===== config.mk =====
export PLATFORM = sky130hd
export DESIGN_NAME = ecap5_dwbinterconnect
export DESIGN_NICKNAME = d
export VERILOG_FILES = /design/src/rtl/ecap5_dwbinterconnect_pkg.sv /design/src/rtl/ecap5_dwbinterconnect_decoder.sv /design/src/rtl/ecap5_dwbinterconnect.sv
export SDC_FILE = /design/constraint.sdc
export NUM_CORES = 1
export LEC_CHECK = 0
export ABC_AREA = 1
export CAP_MARGIN = 40
export CORE_AREA = 2 2 203 205
export DETAILED_ROUTE_END_ITERATION = 6
export DIE_AREA = 0 0 205 207
export PLACE_DENSITY = 0.38
export SLEW_MARGIN = 25
export SYNTH_ARGS = -nofsm -noshare
export SYNTH_HDL_FRONTEND = slang
export SYNTH_SLANG_ARGS = --single-unit

===== constraint.sdc =====
create_clock -name clk_i -period 1.98 [get_ports clk_i]
set_input_delay 0.396 -clock clk_i [delete_from_list [all_inputs] [get_ports clk_i]]
set_output_delay 0.396 -clock clk_i [all_outputs]
set_load 0.01 [all_outputs]

===== src/rtl/ecap5_dwbinterconnect_pkg.sv =====
// Shared types and constants for the ecap5 data-side Wishbone interconnect.
package ecap5_dwbinterconnect_pkg;

    // Slave index wide enough for 16 slaves plus a distinct NULL code.
    typedef logic [4:0] slave_idx_t;
    localparam slave_idx_t SLAVE_NULL = 5'd16;

    // Interconnect state is derived from the outstanding count.
    localparam logic [0:0] ST_IDLE = 1'b0;
    localparam logic [0:0] ST_BUSY = 1'b1;

    localparam logic [4*32-1:0] DEFAULT_BASE =
        {32'hC000_0000, 32'h8000_0000, 32'h4000_0000, 32'h0000_0000};
    localparam logic [4*32-1:0] DEFAULT_MASK = {4{32'hC000_0000}};

    localparam logic [31:0] TIMEOUT_DATA = 32'hDEAD_BEEF;

endpackage


===== src/rtl/ecap5_dwbinterconnect_decoder.sv =====
// Combinational base/mask address decoder; lowest-index hit wins, no hit gives SLAVE_NULL.
module ecap5_dwbinterconnect_decoder
    import ecap5_dwbinterconnect_pkg::*;
#(
    parameter int unsigned               NB_SLAVES  = 4,
    parameter logic [NB_SLAVES*32-1:0]   SLAVE_BASE = DEFAULT_BASE,
    parameter logic [NB_SLAVES*32-1:0]   SLAVE_MASK = DEFAULT_MASK
) (
    input  logic [31:0] adr_i,
    output slave_idx_t  idx_o,
    output logic        hit_o
);

    // Scan from the top so the lowest matching index is the last one written.
    always_comb begin
        idx_o = SLAVE_NULL;
        hit_o = 1'b0;
        for (int i = NB_SLAVES - 1; i >= 0; i--) begin
            if ((adr_i & SLAVE_MASK[32*i +: 32]) == SLAVE_BASE[32*i +: 32]) begin
                idx_o = slave_idx_t'(i);
                hit_o = 1'b1;
            end
        end
    end

endmodule


===== src/rtl/ecap5_dwbinterconnect.sv =====
// Wishbone B4 pipelined 1-master / NB_SLAVES-slave interconnect with outstanding tracking,
// drain-before-switch and an internal null responder for unmapped addresses.
// Optional watchdog enabled by defining ECAP5_DWBINTERCONNECT_TIMEOUT_EN.
module ecap5_dwbinterconnect
    import ecap5_dwbinterconnect_pkg::*;
#(
    parameter int unsigned             NB_SLAVES       = 4,
    parameter logic [NB_SLAVES*32-1:0] SLAVE_BASE      = DEFAULT_BASE,
    parameter logic [NB_SLAVES*32-1:0] SLAVE_MASK      = DEFAULT_MASK,
    parameter int unsigned             MAX_OUTSTANDING = 4,
    parameter int unsigned             TIMEOUT_CYCLES  = 1024
) (
    input  logic                    clk_i,
    input  logic                    rst_i,
    input  logic [31:0]             wb_adr_i,
    input  logic [31:0]             wb_dat_i,
    output logic [31:0]             wb_dat_o,
    input  logic [3:0]              wb_sel_i,
    input  logic                    wb_we_i,
    input  logic                    wb_stb_i,
    input  logic                    wb_cyc_i,
    output logic                    wb_ack_o,
    output logic                    wb_stall_o,
    output logic [NB_SLAVES*32-1:0] s_wb_adr_o,
    output logic [NB_SLAVES*32-1:0] s_wb_dat_o,
    input  logic [NB_SLAVES*32-1:0] s_wb_dat_i,
    output logic [NB_SLAVES*4-1:0]  s_wb_sel_o,
    output logic [NB_SLAVES-1:0]    s_wb_we_o,
    output logic [NB_SLAVES-1:0]    s_wb_stb_o,
    output logic [NB_SLAVES-1:0]    s_wb_cyc_o,
    input  logic [NB_SLAVES-1:0]    s_wb_ack_i,
    input  logic [NB_SLAVES-1:0]    s_wb_stall_i
);

    localparam int unsigned CntW = $clog2(MAX_OUTSTANDING + 1);

    slave_idx_t      active_q, active_d;
    logic [CntW-1:0] count_q, count_d;
    logic            null_ack_q, null_ack_d;

    slave_idx_t  tgt_idx;
    logic        tgt_hit;
    logic        tgt_stall;
    logic        act_ack;
    logic [31:0] act_dat;
    logic [0:0]  state;
    logic        busy;
    logic        full;
    logic        ack_raw;
    logic        timeout;
    logic        switch_pending;
    logic        stall;
    logic        req;
    logic        accept;
    logic        issue;

    ecap5_dwbinterconnect_decoder #(
        .NB_SLAVES  (NB_SLAVES),
        .SLAVE_BASE (SLAVE_BASE),
        .SLAVE_MASK (SLAVE_MASK)
    ) u_decoder (
        .adr_i (wb_adr_i),
        .idx_o (tgt_idx),
        .hit_o (tgt_hit)
    );

    assign state = (count_q != '0) ? ST_BUSY : ST_IDLE;
    assign busy  = (state == ST_BUSY);
    assign full  = (count_q == CntW'(MAX_OUTSTANDING));

    // Look up the target's stall and the active slave's ack/data by index.
    always_comb begin
        tgt_stall = 1'b0;
        act_ack   = null_ack_q;
        act_dat   = '0;
        for (int i = 0; i < NB_SLAVES; i++) begin
            if (tgt_idx == slave_idx_t'(i)) begin
                tgt_stall = s_wb_stall_i[i];
            end
            if (active_q == slave_idx_t'(i)) begin
                act_ack = s_wb_ack_i[i];
                act_dat = s_wb_dat_i[32*i +: 32];
            end
        end
    end

    // Acks only count while a request is outstanding and the master still holds cyc.
    assign ack_raw = busy & wb_cyc_i & act_ack;

`ifdef ECAP5_DWBINTERCONNECT_TIMEOUT_EN
    localparam int unsigned WdW = (TIMEOUT_CYCLES > 1) ? $clog2(TIMEOUT_CYCLES) : 1;

    logic [WdW-1:0] wd_q, wd_d;

    assign timeout = busy & wb_cyc_i & ~ack_raw & (wd_q == WdW'(TIMEOUT_CYCLES - 1));

    // Watchdog counts busy cycles without an ack and restarts on any ack.
    always_comb begin
        wd_d = wd_q + 1'b1;
        if (!busy || !wb_cyc_i || ack_raw || timeout) begin
            wd_d = '0;
        end
    end

    // Watchdog register.
    always_ff @(posedge clk_i) begin
        if (rst_i) begin
            wd_q <= '0;
        end else begin
            wd_q <= wd_d;
        end
    end
`else
    assign timeout = 1'b0;

    logic unused_timeout_cfg;
    assign unused_timeout_cfg = ^TIMEOUT_CYCLES;
`endif

    // Handshake: stall, acceptance, forwarding and next-state.
    always_comb begin
        switch_pending = busy && (tgt_idx != active_q);
        stall          = switch_pending | full | tgt_stall | timeout;
        req            = wb_cyc_i & wb_stb_i;
        accept         = req & ~stall & ~rst_i;
        // Strobe reaches the target whenever the interconnect itself is not holding it back;
        // the slave's own stall then decides acceptance.
        issue          = req & ~switch_pending & ~full & ~timeout & ~rst_i;

        count_d = count_q;
        if (accept && !ack_raw) begin
            count_d = count_q + 1'b1;
        end else if (!accept && ack_raw) begin
            count_d = count_q - 1'b1;
        end
        if (!wb_cyc_i || timeout) begin
            count_d = '0;
        end

        active_d   = accept ? tgt_idx : active_q;
        null_ack_d = accept & ~tgt_hit;
    end

    // Master and slave port drive.
    always_comb begin
        wb_stall_o = stall & ~rst_i;
        wb_ack_o   = (ack_raw | timeout) & ~rst_i;
        wb_dat_o   = rst_i ? 32'h0 : (timeout ? TIMEOUT_DATA : act_dat);
        for (int i = 0; i < NB_SLAVES; i++) begin
            s_wb_adr_o[32*i +: 32] = wb_adr_i & ~SLAVE_MASK[32*i +: 32];
            s_wb_dat_o[32*i +: 32] = wb_dat_i;
            s_wb_sel_o[4*i +: 4]   = wb_sel_i;
            s_wb_we_o[i]           = wb_we_i;
            s_wb_stb_o[i]          = issue & tgt_hit & (tgt_idx == slave_idx_t'(i));
            s_wb_cyc_o[i]          = wb_cyc_i & ~rst_i & ~timeout &
                                     ((busy & (active_q == slave_idx_t'(i))) | s_wb_stb_o[i]);
        end
    end

    // Interconnect state registers.
    always_ff @(posedge clk_i) begin
        if (rst_i) begin
            active_q   <= slave_idx_t'(0);
            count_q    <= '0;
            null_ack_q <= 1'b0;
        end else begin
            active_q   <= active_d;
            count_q    <= count_d;
            null_ack_q <= null_ack_d;
        end
    end

endmodule

# Yosys cells after proc, flatten, opt, wreduce, memory -nomap -nowiden
# Index checks and enable logic that the tools add are counted.
# Widths: inputs -> output; s select.
totals:
  inputBits: 209
  output_inout_bits: 318
  reg_bits: 9
op_classes:
  n_reduce_logical: 11
  bitwise_logic: 37
  mux: 24
  add_sub_neg: 2
  eq_ne: 11
ops:
  columns: ["op", "n"]
  rows:
  - ["$mux 32", 5]
  - ["$logic_not 32->1", 1]
  - ["$and 1x1->1", 25]
  - ["$eq 5x2->1 const B", 4]
  - ["$mux 5", 4]
  - ["$mux 1", 13]
  - ["$eq 5x1->1 const B", 2]
  - ["$logic_not 5->1", 2]
  - ["$mux 3", 2]
  - ["$not 1->1", 6]
  - ["$or 1x1->1", 6]
  - ["$ne 5x5->1", 1]
  - ["$eq 2x2->1 const B", 2]
  - ["$add 3x1->3 const B", 1]
  - ["$eq 3x3->1 const B", 1]
  - ["$logic_and 1x1->1", 3]
  - ["$reduce_bool 3->1", 1]
  - ["$sub 3x1->3 const B", 1]
  - ["$eq 2x1->1 const B", 1]
  - ["$logic_not 1->1", 2]
  - ["$reduce_bool 2->1", 1]
  - ["$reduce_or 2->1", 1]

# Logic depth before layout (Yosys ltp)
# Gate-level depths: netlist of run 1.
depth:
  depth_word: 18
  depth_mapped: 15
  mapped_depth_nobuf: 15

# Cells and area by module
# A second synthesis of run 1 with hierarchy kept.
hier_totals:
  hier_cells: 633
  area_unflattened_um2: 3946.3
modules_own_cells:
  columns: ["module", "area_each_um2", "cells_per_inst", "instances"]
  rows:
  - ["ecap5_dwbinterconnect", 3901.2, 625, 1]
  - ["ecap5_dwbinterconnect_decoder", 45.0, 8, 1]

# Worst setup path after synthesis of run 1
# No wires, ideal clock.
synth_timing:
  path_type: "input port to flip-flop"
  startpoint: "input wb_adr_i[31]"
  endpoint: "register count_q[2]"
  setup_time_ps: 70
  t_arrival_ps: 2033
  setup_slack_ps: -123
  required_time_ps: 1910
  n_path_buf: 1
  cell_stages: 13
  path_cell_list: "buf_4 nand2_1 or2_0 nand2_2 nand3_2 inv_1 ha_1 inv_1 fa_1 a21oi_1 o21a_1 o21ai_0 a21oi_1"
synth_between:
  elab_chain_len: 17
  elab_cells_between_ends: 28
  cone_classes: "eq/ne: 7; mux: 9; bitwise: 5; reduce/logical: 7"
synth_rtl:
  columns: ["element", "line_no", "source"]
  rows:
  - ["start: declaration", "ecap5_dwbinterconnect.sv:15", "input logic [31:0] wb_adr_i,"]
  - ["$eq 2x2->1", "ecap5_dwbinterconnect_decoder.sv:19", "if ((adr_i & SLAVE_MASK[32*i +: 32]) == SLAVE_BASE[32*i +: 32]) begin"]
  - ["$mux 5 (3 in a row)", "ecap5_dwbinterconnect_decoder.sv:19", null]
  - ["$mux 5 *", "ecap5_dwbinterconnect_decoder.sv:19", null]
  - ["$logic_not 5->1", "ecap5_dwbinterconnect.sv:77", "if (tgt_idx == slave_idx_t'(i)) begin"]
  - ["$mux 1 (4 in a row)", "ecap5_dwbinterconnect.sv:77", null]
  - ["$or 1x1->1 *", "ecap5_dwbinterconnect.sv:123", "stall = switch_pending | full | tgt_stall | timeout;"]
  - ["$not 1->1 *", "ecap5_dwbinterconnect.sv:125", "accept = req & ~stall & ~rst_i;"]
  - ["$and 1x1->1 * (2 in a row)", "ecap5_dwbinterconnect.sv:125", null]
  - ["via accept", "ecap5_dwbinterconnect.sv:54", "logic accept;"]
  - ["$logic_not 1->1", "ecap5_dwbinterconnect.sv:133", "end else if (!accept && ack_raw) begin"]
  - ["$logic_and 1x1->1", "ecap5_dwbinterconnect.sv:133", null]
  - ["$reduce_bool 2->1 (no source line)", null, null]
  - ["end signal: assignment", "ecap5_dwbinterconnect.sv:168", "count_q <= count_d;"]
  - ["end: declaration", "ecap5_dwbinterconnect.sv:38", "logic [CntW-1:0] count_q, count_d;"]
# Mark *: on every way through the listed nets, which the timed path passes. The rest lies on a longest branch.
# A chain may end at the register's enable or synchronous reset.

# Worst setup path in the final report of run 1
layout_timing:
  startpoint: "register active_q[1]"
  endpoint: "output wb_dat_o[29]"
layout_between:
  elab_chain_len: 6
  elab_cells_between_ends: 9
  cone_classes: "eq/ne: 3; mux: 5; reduce/logical: 1"
layout_rtl:
  columns: ["element", "line_no", "source"]
  rows:
  - ["start: declaration", "ecap5_dwbinterconnect.sv:37", "slave_idx_t active_q, active_d;"]
  - ["start signal: assignment", "ecap5_dwbinterconnect.sv:163", "active_q <= slave_idx_t'(0);"]
  - ["start signal: assignment", "ecap5_dwbinterconnect.sv:167", "active_q <= active_d;"]
  - ["$logic_not 5->1", "ecap5_dwbinterconnect.sv:80", "if (active_q == slave_idx_t'(i)) begin"]
  - ["$mux 32 (3 in a row)", "ecap5_dwbinterconnect.sv:80", null]
  - ["$mux 32 *", "ecap5_dwbinterconnect.sv:80", null]
  - ["$mux 32 *", "ecap5_dwbinterconnect.sv:148", "wb_dat_o = rst_i ? 32'h0 : (timeout ? TIMEOUT_DATA : act_dat);"]
  - ["end: declaration", "ecap5_dwbinterconnect.sv:17", "output logic [31:0] wb_dat_o,"]
# Mark *: on every way between the ends. The rest lies on a longest branch, timed or not.

==> results_dict.tcl, run 1 <==
set metrics [dict create \
    r2r_start "active_q[1]" \
    clk_pin_slew_ns 0.04 \
    grt.total_usage 0.07402 \
    post-place-ws_ns -0.7415 \
    finalSetupTns_ns -3.294 \
    min_from "count_q[2]" \
    min_period_ns 2.150 \
    setup_violations 35 \
    antenna_left 0 \
    p_leak_nw 2.160 \
    skew_ns 0.002200 \
    num_rows 74 \
    first_iter_violations 68 \
    grt_overflow_total 0 \
    start_kind "register" \
    drc 0 \
    critPathSlowestCell "dfxtp_4" \
    failed_checks "negative setup slack" \
    rsz0062_at_grt "true" \
    avgSynthCellArea_um2 6.205 \
    p_int_uw 996.5 \
    synth-seq-area-share 0.03867 \
    slew_violations 0 \
    synth.area.top_cells "buf_4, nand2_1, nor2_1, dfxtp_1, a31oi_1" \
    n_antenna_cell 0 \
    hold_buffers 0 \
    status "finished, violations left" \
    grt_pass1_wl_mm 23.09 \
    tritoncts "done" \
    grt_max_degree 21 \
    highest_layer "met4" \
    grt_pass1_vias 3352 \
    clk_latency_ns 0.23 \
    routabilityCongestion 0.7623 \
    async_flop_share 0 \
    syn_inst 584 \
    numCtsBuffers 3 \
    synth_seq_cells 7 \
    vias 3273 \
    power_density_nw_per_um2 280.1 \
    cts.htree.levels 1 \
    dr_wl_met2_mm 7.641 \
    ys.warnings.count 0 \
    cts_buffer_depth 2 \
    hold-path-endpoint "count_q[2]" \
    cts_root_buf "clkbuf_16" \
    synthFlopType "dfxtp_1" \
    period_share 1.086 \
    path_class "register to output pin" \
    dp_hpwl_mm 13.02 \
    hold_viol 0 \
    dp.cells 1062 \
    synthTopCellsByCount "buf_4, nand2_1, nor2_1" \
    final_nets 778 \
    swShare 0.3437 \
    crit_top_cell "buf_12" \
    viasPerCell 2.981 \
    design.core.area_um2 40370 \
    synth_cell_type_count 32 \
    drv_cap 0 \
    power_frac_comb 0.677 \
    wire_per_inst_um 15.57 \
    layout.cells.non_filler 1098 \
    wl_met1_mm 6.963 \
    utilization 0.1343 \
    required_ns 1.58 \
    whs_ns 0.4526 \
    seq_power_share 0.098 \
    synth_most_common_cell "buf_4" \
    start_util 0.08976 \
    die_h_um 207 \
    hold_class "register to register" \
    max_freq_mhz 465.1 \
    fin_ws_ns -0.1701 \
    wirelength_mm 17.10 \
    critPathMaxFanout 4 \
    cp_cell_sequence "nor2_4 > nand2_4 > buf_12 > clkinv_8 > buf_8 > buf_12 > buf_12 > nand2_4 > a31oi_1 > buf_2" \
    syn2layout_area_growth_pct 49.62 \
    synth_edf_count 0 \
    die_w_um 205 \
    endpoint_kind "output pin" \
    critPathMaxStageDelay_ns 0.36 \
    power_switching_uw 521.8 \
    met3_length_mm 1.661 \
    die_area_um2 42440 \
    synth_top_area_cell "buf_4" \
    portBuffers 183 \
    pwr-share-clk 0.224 \
    worstReg2RegEnd "count_q[2]" \
    r2r_slack_ns -0.17 \
    pin_count 527 \
    r2r_cells 15 \
    worst_hold_path.num_cells 1 \
    antenna_found_initial 0 \
    ir_worst_vdd_mv 0.1803 \
    cp.arrival_ns 1.75 \
    drt_pass1_iterations 4 \
    syn_area_um2 3623 \
    drive_above_1_share 0.4293 \
    clkSinkCount 7 \
    yosys.area.top_type_share 0.5822 \
]
-- power by group through the flow --
stage / sequential (mW) / combinational [mW] / clock (mW)
after global placement: 0.152 / 0.857 / 0
final: 0.149 / 1.03 / 0.341
after CTS: 0.149 / 0.944 / 0.349
after global routing: 0.150 / 1.11 / 0.359
after floorplan: 0.151 / 0.838 / 0
after detailed placement: 0.152 / 0.856 / 0
-- through the flow --
stage / cell area (um2) / power [mW]
floorplan: 3697 / 0.9895
global placement: 4467 / 1.009
detailed placement: 4467 / 1.009
CTS: 4974 / 1.442
global route: 5421 / 1.623
finish: 5421 / 1.518
-- layer usage --
metal / GRT usage / up-vias
li1: - / 1535
met1: 0.08998 / 1453
met2: 0.1147 / 197
met3: 0.02706 / 88
met4: 0.03572 / 0
met5: 0 / -
-- what timing repair did --
item | 4_1_cts | 5_1_grt
gates cloned | 5 | 1
buffers inserted | 21 | 9
pin swaps | 12 | 28
resized for setup | 257 | 115
setup endpoints to repair | 45 | 43
-- area by class of cell --
| type | instances | area [um2] |
|---|---|---|
| flip-flops and latches | 7 | 151.4 |
| well taps | 532 | 665.6 |
| repair buffers | 267 | 2674 |
| fillers | 4721 | 34950 |
| multi-input cells | 269 | 1748 |
| clock buffers | 4 | 78.83 |
| inverters | 19 | 103.9 |
-- critical path: cells and delay by family (launching register included) --
family / cells / cell delay [ns]
simple gates: 3 / 0.33
compound gates: 1 / 0.15
buf+inv: 6 / 0.69
flops: 1 / 0.36
-- layout by cell type, fill, tap and decap left out, types with 3 or more instances in the layout --
master           count
nor2_1              29
nand3_1             10
clkbuf_2             3
dfxtp_1              4
nand2_2             14
buf_6               16
o21ai_4              3
o21ai_0             10
inv_1               10
nand2_4             13
buf_12              16
buf_4               45
nor2_2              15
conb_1               9
o21ai_1             16
nand3_2              8
clkdlybuf4s50_1    136
dfxtp_4              3
buf_2               34
o21ai_2             19
nand2_1             64
clkbuf_16            4
a31oi_1             19
buf_16               4
buf_8                6
nor2_4              20
inv_4                4
-- registers in the layout (all words and copies together) (netlist names) --
| register | count |
|---|---|
| active_q | 3 |
| null_ack_q | 1 |
| count_q | 3 |
-- logic make-up after synthesis --
family,Yosys count,share of synthesized area
buffers and inverters,316,0.6264
AND/OR/NAND/NOR,177,0.2003
AO/OA/AOI/OAI,80,0.1222
flip-flops,7,0.03867
adder cells (fa/ha/maj),2,0.008978
XOR/XNOR,1,0.002418
other,1,0.001035
-- how the worst max path moves through the flow --
stage | start | to | slack [ns] | depth (start not counted)
5_1_grt | active_q[1] | count_q[2] | -0.29 | 15
6_report | active_q[1] | wb_dat_o[29] | -0.17 | 10
3_3_place_gp | wb_adr_i[31] | count_q[2] | -0.71 | 14
2_1_floorplan | wb_adr_i[31] | count_q[2] | -0.03 | 13
3_5_place_dp | wb_adr_i[31] | count_q[2] | -0.74 | 14
4_1_cts | active_q[1] | wb_dat_o[6] | -0.21 | 10
Note: power is estimated with default switching activity, not from simulation.
==> run 2, diff against run 1 <==
- CORE_AREA: 2 2 203 205 -> 2 2 202 204
- DIE_AREA: 0 0 205 207 -> 0 0 204 206
- PLACE_DENSITY: 0.38 -> 0.37
- clock period: 1.98 -> 2.3 ns (I/O delays scaled with it)
==> run 2 against run 1 <==
- the flow still finishes with violations (negative setup slack)
- utilization is 1.9 points lower
- via count shrank 2.5%
- combinational power fell by 31%
- final area is 15% lower
- clock skew shrank 0.00082 ns
- first-iteration DRC count grew 110%
- global-route usage down 0.31 points
- routed wire length fell by 4.8%
- worst hold slack better by 0.014 ns
- critical endpoint is now count_q[2]
- largest cell class unchanged
- largest power group unchanged
- highest routed layer unchanged
==> results_dict.tcl, run 2 (synthesis gave the netlist of run 1 again) <==
set metrics [dict create \
    drc 0 \
    status "finished, violations left" \
    pin_count 527 \
    hold_class "register to register" \
    cts_buffer_depth 2 \
    slew_violations 0 \
    clk_pin_slew_ns 0.04 \
    viasPerCell 2.950 \
    grt.total_usage 0.07092 \
    antenna_found_initial 0 \
    hold_buffers 0 \
    n_antenna_cell 0 \
    vias 3192 \
    min_period_ns 2.379 \
    finalSetupTns_ns -0.1355 \
    grt_pass1_wl_mm 21.61 \
    fin_area_um2 4624 \
    final_cell_mix "clkdlybuf4s50_1, nand2_1, nor2_1" \
    path_class "input pin to register" \
    required_ns 2.47 \
    final_nets 762 \
    grt_max_degree 21 \
    die_w_um 204 \
    endpoint_kind "register" \
    ir_worst_vdd_mv 0.1755 \
    cts_root_buf "clkbuf_16" \
    first_iter_violations 146 \
    syn2layout_area_growth_pct 27.62 \
    drt_pass1_iterations 4 \
    critPathSlowestCell "clkdlybuf4s50_1" \
    grt_overflow_total 0 \
    cts.htree.levels 1 \
    portBuffers 183 \
    fin_ws_ns -0.07857 \
    wirelength_mm 16.29 \
    drive_above_1_share 0.2727 \
    routabilityCongestion 0.7175 \
    start_kind "input pin" \
    layout_commonest_cell "clkdlybuf4s50_1" \
    rsz0062_at_grt "true" \
    antenna_left 0 \
    max_freq_mhz 420.4 \
    dp_hpwl_mm 13.80 \
    grt_pass1_vias 3082 \
    die_area_um2 42020 \
    dpl_cell_area_um2 4471 \
    critPathMaxStageDelay_ns 0.51 \
    num_rows 74 \
    clk_latency_ns 0.23 \
    cp.arrival_ns 2.54 \
    start_util 0.09017 \
    numCtsBuffers 3 \
    wire_per_inst_um 15.05 \
    whs_ns 0.4668 \
    period_share 1.034 \
    die_h_um 206 \
    total_power_mw 1.139 \
    n_fill_cell 4753 \
    design.core.area_um2 40180 \
    power_density_nw_per_um2 246.3 \
    clkSinkCount 7 \
    reg_top3 "active_q x3, count_q x3, null_ack_q x1" \
    cp_cell_sequence "clkdlybuf4s50_1 > nand2_2 > nor2_2 > buf_4 > nand3_2 > inv_2 > ha_4 > inv_4 > fa_2 > a21oi_2 > o21a_1 > o21ai_1 > a21oi_1" \
    tritoncts "done" \
    utilization 0.1151 \
    p_leak_nw 1.878 \
    failed_checks "negative setup slack" \
    setup_violations 5 \
    skew_ns 0.001383 \
    critPathMaxFanout 4 \
    hold_viol 0 \
    drv_cap 0 \
]
[run 2: through the flow]
stage               setup WS (ns)  std cells
global route              -0.1754       1082
CTS                      -0.04072       1074
finish                   -0.07857       1082
floorplan                  0.1331        592
global placement          -0.4619       1065
detailed placement        -0.4878       1065
[run 2: area by class of cell]
cell class | count | area, um2 | share of cell area
flip-flops and latches | 7 | 146.4 | 0.03166
clock buffers | 4 | 78.83 | 0.01705
inverters | 19 | 81.33 | 0.01759
multi-input cells | 269 | 1355 | 0.2930
well taps | 532 | 665.6 | 0.1439
repair buffers | 251 | 2297 | 0.4968
[run 2: final timing paths]
path,slack [ns],cells after the start,endpoint,start
worst max-delay path,-0.08,13,count_q[2],wb_cyc_i
worst min-delay path,0.47,1,count_q[2],count_q[2]
worst max register to register,-0.04,16,count_q[2],active_q[1]
worst min register to register,0.47,1,count_q[2],count_q[2]
[run 2: routing by layer]
layer / vias to the layer above / GRT usage / share of wire
met5: - / 0 / 0
met4: 0 / 0.04477 / 0.063
met3: 111 / 0.02696 / 0.11
met2: 235 / 0.1065 / 0.43
met1: 1349 / 0.08482 / 0.40
li1: 1497 / - / -
[run 2: timing repair]
| item | CTS | global route |
|---|---|---|
| endpoints found under the setup margin | 43 | 29 |
| buffers inserted | 5 | 8 |
| cloned | 0 | 0 |
| gates resized for setup | 117 | 79 |
| pin swaps | 3 | 10 |
[run 2: worst max-delay path, delay by kind of cell]
| family | cells | cell delay (ns) |
|---|---|---|
| AO/OA/AOI/OAI | 4 | 0.50 |
| AND/OR/NAND/NOR | 3 | 0.31 |
| adder cells (fa/ha/maj) | 2 | 0.53 |
| buffers and inverters | 4 | 0.77 |
[run 2: where the power goes]
part | total, mW | switching (mW) | internal, mW
Combinational | 0.709 | 0.303 | 0.406
Sequential | 0.130 | 0.00379 | 0.126
Clock | 0.300 | 0.0695 | 0.231
Total | 1.14 | 0.376 | 0.763
